===== src/rtl/pipe_hazard_ctrl.sv =====
// Hazard/stall controller for the in-order RV32 pipeline: load-use bubbles,
// data-memory wait freezes, taken-branch squashes, stall counter and wait watchdog.
module pipe_hazard_ctrl #(
   parameter int unsigned LOAD_USE_CYCLES = 1,
   parameter int unsigned POSTED_STORES   = 1,
   parameter int unsigned TIMEOUT         = 256
) (
   input  logic        clk,
   input  logic        rst,
   input  logic [4:0]  id_rs1,
   input  logic [4:0]  id_rs2,
   input  logic        id_use_rs1,
   input  logic        id_use_rs2,
   input  logic        ex_valid,
   input  logic [4:0]  ex_rd,
   input  logic        ex_reg_write,
   input  logic        ex_is_load,
   input  logic        ex_branch_taken,
   input  logic        mem_req,
   input  logic [3:0]  mem_wmask,
   input  logic        mem_ack,
   output logic        stall_if,
   output logic        stall_id,
   output logic        stall_ex,
   output logic        bubble_ex,
   output logic        flush_id,
   output logic        flush_ex,
   output logic [1:0]  state,
   output logic [31:0] stall_cycles,
   output logic        mem_timeout
);

   typedef enum logic [1:0] {
      ST_RUN      = 2'd0,
      ST_LU_STALL = 2'd1,
      ST_MEM_WAIT = 2'd2
   } state_t;

   localparam int unsigned    WCW         = $clog2(TIMEOUT + 1);
   localparam logic [2:0]     LU_REM_INIT = 3'(LOAD_USE_CYCLES - 1);
   localparam logic [WCW-1:0] WAIT_LAST   = WCW'(TIMEOUT - 1);
   localparam logic [WCW-1:0] WAIT_MAX    = WCW'(TIMEOUT);

   state_t         state_r;
   logic [2:0]     remaining_r;
   logic           ret_lu_r;
   logic [WCW-1:0] wait_cnt_r;
   logic [31:0]    stall_cycles_r;
   logic           mem_timeout_r;

   logic   store_posted_s;
   logic   freeze_s;
   logic   lu_hit_s;
   logic   br_s;
   logic   eff_lu_s;
   logic   stall_fe_s;
   logic   stall_ex_s;
   logic   bubble_s;
   logic   flush_s;
   state_t state_nxt_s;
   logic [2:0] remaining_nxt_s;
   logic   ret_lu_nxt_s;

   assign store_posted_s = (POSTED_STORES != 32'd0) && (mem_wmask != 4'd0);
   assign freeze_s       = mem_req && !mem_ack && !store_posted_s;
   assign lu_hit_s       = ex_valid && ex_is_load && ex_reg_write && (ex_rd != 5'd0) &&
                           ((id_use_rs1 && (id_rs1 == ex_rd)) ||
                            (id_use_rs2 && (id_rs2 == ex_rd)));
   assign br_s           = ex_valid && ex_branch_taken;
   // A MEM_WAIT that interrupted a load-use sequence resumes it once unfrozen.
   assign eff_lu_s       = (state_r == ST_LU_STALL) || ((state_r == ST_MEM_WAIT) && ret_lu_r);

   // Pipeline controls and next-state selection, priority freeze > branch > load-use.
   always_comb begin
      stall_fe_s      = 1'b0;
      stall_ex_s      = 1'b0;
      bubble_s        = 1'b0;
      flush_s         = 1'b0;
      state_nxt_s     = state_r;
      remaining_nxt_s = remaining_r;
      ret_lu_nxt_s    = ret_lu_r;
      if (rst) begin
         state_nxt_s     = ST_RUN;
         remaining_nxt_s = 3'd0;
         ret_lu_nxt_s    = 1'b0;
      end else if (freeze_s) begin
         stall_fe_s  = 1'b1;
         stall_ex_s  = 1'b1;
         state_nxt_s = ST_MEM_WAIT;
         if (state_r != ST_MEM_WAIT) begin
            ret_lu_nxt_s = (state_r == ST_LU_STALL);
         end else begin
            ret_lu_nxt_s = ret_lu_r;
         end
      end else if (br_s) begin
         flush_s         = 1'b1;
         state_nxt_s     = ST_RUN;
         remaining_nxt_s = 3'd0;
         ret_lu_nxt_s    = 1'b0;
      end else if (eff_lu_s) begin
         stall_fe_s   = 1'b1;
         bubble_s     = 1'b1;
         ret_lu_nxt_s = 1'b0;
         if (remaining_r <= 3'd1) begin
            state_nxt_s     = ST_RUN;
            remaining_nxt_s = 3'd0;
         end else begin
            state_nxt_s     = ST_LU_STALL;
            remaining_nxt_s = remaining_r - 3'd1;
         end
      end else if (lu_hit_s) begin
         stall_fe_s   = 1'b1;
         bubble_s     = 1'b1;
         ret_lu_nxt_s = 1'b0;
         if (LOAD_USE_CYCLES > 32'd1) begin
            state_nxt_s     = ST_LU_STALL;
            remaining_nxt_s = LU_REM_INIT;
         end else begin
            state_nxt_s     = ST_RUN;
            remaining_nxt_s = 3'd0;
         end
      end else begin
         state_nxt_s     = ST_RUN;
         remaining_nxt_s = 3'd0;
         ret_lu_nxt_s    = 1'b0;
      end
   end

   // State, watchdog and performance counter registers.
   always_ff @(posedge clk) begin
      if (rst) begin
         state_r        <= ST_RUN;
         remaining_r    <= 3'd0;
         ret_lu_r       <= 1'b0;
         wait_cnt_r     <= '0;
         stall_cycles_r <= 32'd0;
         mem_timeout_r  <= 1'b0;
      end else begin
         state_r     <= state_nxt_s;
         remaining_r <= remaining_nxt_s;
         ret_lu_r    <= ret_lu_nxt_s;
         if ((state_r == ST_MEM_WAIT) && freeze_s) begin
            if (wait_cnt_r != WAIT_MAX) begin
               wait_cnt_r <= wait_cnt_r + WCW'(1);
            end else begin
               wait_cnt_r <= wait_cnt_r;
            end
            if (wait_cnt_r == WAIT_LAST) begin
               mem_timeout_r <= 1'b1;
            end else begin
               mem_timeout_r <= mem_timeout_r;
            end
         end else begin
            wait_cnt_r    <= '0;
            mem_timeout_r <= mem_timeout_r;
         end
         if (stall_fe_s && (stall_cycles_r != 32'hFFFF_FFFF)) begin
            stall_cycles_r <= stall_cycles_r + 32'd1;
         end else begin
            stall_cycles_r <= stall_cycles_r;
         end
      end
   end

   assign stall_if     = stall_fe_s;
   assign stall_id     = stall_fe_s;
   assign stall_ex     = stall_ex_s;
   assign bubble_ex    = bubble_s;
   assign flush_id     = flush_s;
   assign flush_ex     = flush_s;
   assign state        = state_r;
   assign stall_cycles = stall_cycles_r;
   assign mem_timeout  = mem_timeout_r;

endmodule


===== config.mk =====
export PLATFORM = sky130hd
export DESIGN_NAME = pipe_hazard_ctrl
export DESIGN_NICKNAME = d
export VERILOG_FILES = /design/src/rtl/pipe_hazard_ctrl.sv
export SDC_FILE = /design/constraint.sdc
export NUM_CORES = 1
export LEC_CHECK = 0
export BUFFER_PORTS_ARGS = -buffer_cell sky130_fd_sc_hd__buf_2
export CORE_ASPECT_RATIO = 0.6
export CORE_MARGIN = 5
export CORE_UTILIZATION = 45
export CTS_CLUSTER_DIAMETER = 30
export CTS_CLUSTER_SIZE = 28
export DETAILED_ROUTE_END_ITERATION = 7
export PLACE_DENSITY = 0.8
export SYNTH_ARGS = -nofsm -noshare
export SYNTH_HDL_FRONTEND = slang
export SYNTH_SLANG_ARGS = --single-unit

===== constraint.sdc =====
create_clock -name clk -period 2.6 [get_ports clk]
set_input_delay 0.13 -clock clk [delete_from_list [all_inputs] [get_ports clk]]
set_output_delay 0.13 -clock clk [all_outputs]
set_load 0.005 [all_outputs]

==> run summary <==
Worst IR drop on VDD: 0.208 mV
Post-cts sizing count: 0
Post-Route WL: 6.84 mm
Critical path's most frequent cell: and3_1
Number of global-route vias before repair: 2445
Worst path max stage delay: 0.54 ns
PwrDens: 407 nW/um^2
Clock Tree Buf Depth: 2
FP Rows: 21
Sw Ratio: 0.234
Setup Viol. Count Final: 0
Mapped Cells: 314
CTS Buf Count: 5
Core area: 5570 sq um
Maxcap violations: 0
FMAX: 0.425 GHz
Clock Skews: 0.00796 ns
Tot GR Track Use: 0.192
Clk root buf: clkbuf_8
Initial Utilization: 0.465
Synthesized area per cell: 8.26 sq um
Layout cells sized above 1: 0.250
Post-Syn Nets: 348
# fillers: 532
Max layer used: met4
Psw: 300 uW
Library cells used by synthesis: 40
# diodes: 0
Total setup buffers inserted after CTS: 0
Outcome: finished, final reports clean
Met3 wire len: 510 um
Dpl cell area: 3050 sq um
Cell Area, Synth: 2590 sq um
Number of synthesized flops with an enable pin: 0
Worst path arrival time: 2.60 ns
DP HPWL: 5.11 mm
Fin. max-slew vios: 0
Leakage: 0.00120 uW
Final worst path period need: 2.35 ns
Internal Dissipation: 981 uW
CP Launch Type: register
First-pass GRT wire length: 11.3 mm
Worst path slowest cell: or4_1
ANT nets after route: 0
Main synth FF type: dfxtp_1
Tightest Pin Transition: 0.410 ns
Register share of total power: 0.574
DRT iter0 DRCs: 178
Relative slew slack: 0.727
Area Overhead vs Synth: 21.2%
Commonest non-fill, non-tap cell in the layout: buf_2
Die Area: 7430 sq um
Sequential fraction of the synthesis area: 0.371
Metal2 WL: 3.02 mm
Ys Warns: 0
Setup TNS: 0 ns
Fin area: 3140 sq um
Reg clk slew, reported paths: 0.09 ns
WP data required: 2.85 ns
# IOs: 70
Port bufs: 69
GP Congestion: 0.800
Count of state elements after synthesis: 48
Cell Chain, Critical Path: ha_1 -> and3_1 -> and3_1 -> and4_1 -> or4_1 -> or3_1 -> a21oi_1
Via total after detailed routing: 2626
CP endpoint kind: register
Power share of the combinational group: 0.056
Drt via density: 5.66
Final nets: 417
Clk Latency, worst-skew pair: 0.31 ns
Hold-fix buffers, CTS: 0
Pin count of the biggest net entering global routing: 32
WP buf/inv: 0
Final period util: 0.904
Cell family with most CP delay: simple AND/OR/NAND/NOR gates
Ys async rst share: 0
Unrepaired setup endpoints after global routing: no
CTS H-tree depth: 2
Clock power frac: 0.370
Max FO, Critical Path: 9
DRT Pass-1 Iters: 4
Hold Fails Final Rpt: 0
Drt drc: 0
Clock sinks: 48
Met1 WL: 3.25 mm
Worst min-delay path category: input port to register
TritonCTS clock tree: yes
Setup CP Type: register to register
Grt ovf: 0
Die width: 108 um
Most frequent cells in the layout: buf_2, dfxtp_1, a21oi_1
Die H: 68.8 um
Drt wl/cell: 14.7 um
Initial antenna violation count: 0
kinds of logic (layout without fill, tap and decap cells):
family / Yosys count / after routing / synth area share
xor+xnor: 17 / 17 / 0.0574
buf+inv: 29 / 99 / 0.0502
simple gates: 140 / 140 / 0.308
compound gates: 72 / 72 / 0.176
fa+ha+maj: 5 / 5 / 0.0241
mux: 3 / 3 / 0.0130
flops: 48 / 48 / 0.371
per-layer routing:
| layer | track usage | vias up |
|---|---|---|
| met5 | 0 | - |
| met4 | 0.0551 | 0 |
| met3 | 0.0484 | 9 |
| met2 | 0.313 | 84 |
| met1 | 0.254 | 1209 |
| li1 | - | 1324 |
cell type report:
type                    count  area [sq um]  area share
inverters                  10          37.5      0.0119
clock buffers               6          82.6      0.0263
repair buffers             81           435       0.139
multi-input cells         237          1520       0.482
flip-flops and latches     48           961       0.306
clock inverters             2          10.0     0.00318
well taps                  80           100      0.0318
power by group through the flow:
stage	Sequential [uW]	Clock, uW	Combinational [uW]
6_report	735	474	71.9
5_1_grt	735	517	79.6
4_1_cts	735	482	71.7
3_5_place_dp	752	0	71.5
3_3_place_gp	752	0	70.0
2_1_floorplan	752	0	35.1
cells in the mapped netlist (5+ instances only):
master	instances	area share
clkbuf_1	10	0.014
nor4_1	5	0.012
xnor2_1	13	0.044
buf_2	5	0.0097
nand2_1	22	0.032
or4_1	16	0.046
and3_1	10	0.024
nor3_1	8	0.015
dfxtp_1	48	0.37
o31ai_1	12	0.035
ha_1	5	0.024
a21oi_1	29	0.056
nor2b_1	5	0.012
or3_1	5	0.012
nand4_1	15	0.036
o21ai_0	11	0.021
nor2_1	23	0.033
o41ai_1	8	0.027
inv_1	10	0.014
nand3_1	19	0.037
worst paths after layout:
path,startpoint,end,slack [ns],cells after the start
worst max-delay path,stall_cycles[0]$_SDFFE_PP0P_,stall_cycles[31]$_SDFFE_PP0P_,0.25,7
worst min-delay path,mem_wmask[3],state[1]$_SDFF_PP0_,0.04,2
worst max register to register,stall_cycles[0]$_SDFFE_PP0P_,stall_cycles[31]$_SDFFE_PP0P_,0.25,7
worst min register to register,remaining_r[0]$_SDFFE_PP0N_,remaining_r[0]$_SDFFE_PP0N_,0.48,1
flip-flops by register name, indices dropped and copies added (netlist names):
name and count:
stall_cycles 32, wait_cnt_r 9, remaining_r 3, state 2
mem_timeout 1, ret_lu_r 1
per-stage QoR:
step / power (uW) / cells / hold WS (ns) / util / setup slack (ns)
floorplan: 787 / 314 / 0.207 / - / 0.392
global placement: 822 / 456 / 0.365 / 0.548 / 0.355
detailed placement: 824 / 456 / 0.363 / 0.548 / 0.279
CTS: 1290 / 464 / 0.0425 / 0.564 / 0.253
global route: 1330 / 464 / 0.0524 / 0.564 / 0.0957
finish: 1280 / 464 / 0.0442 / 0.564 / 0.250
No activity file was read; power rests on OpenSTA's default activity.
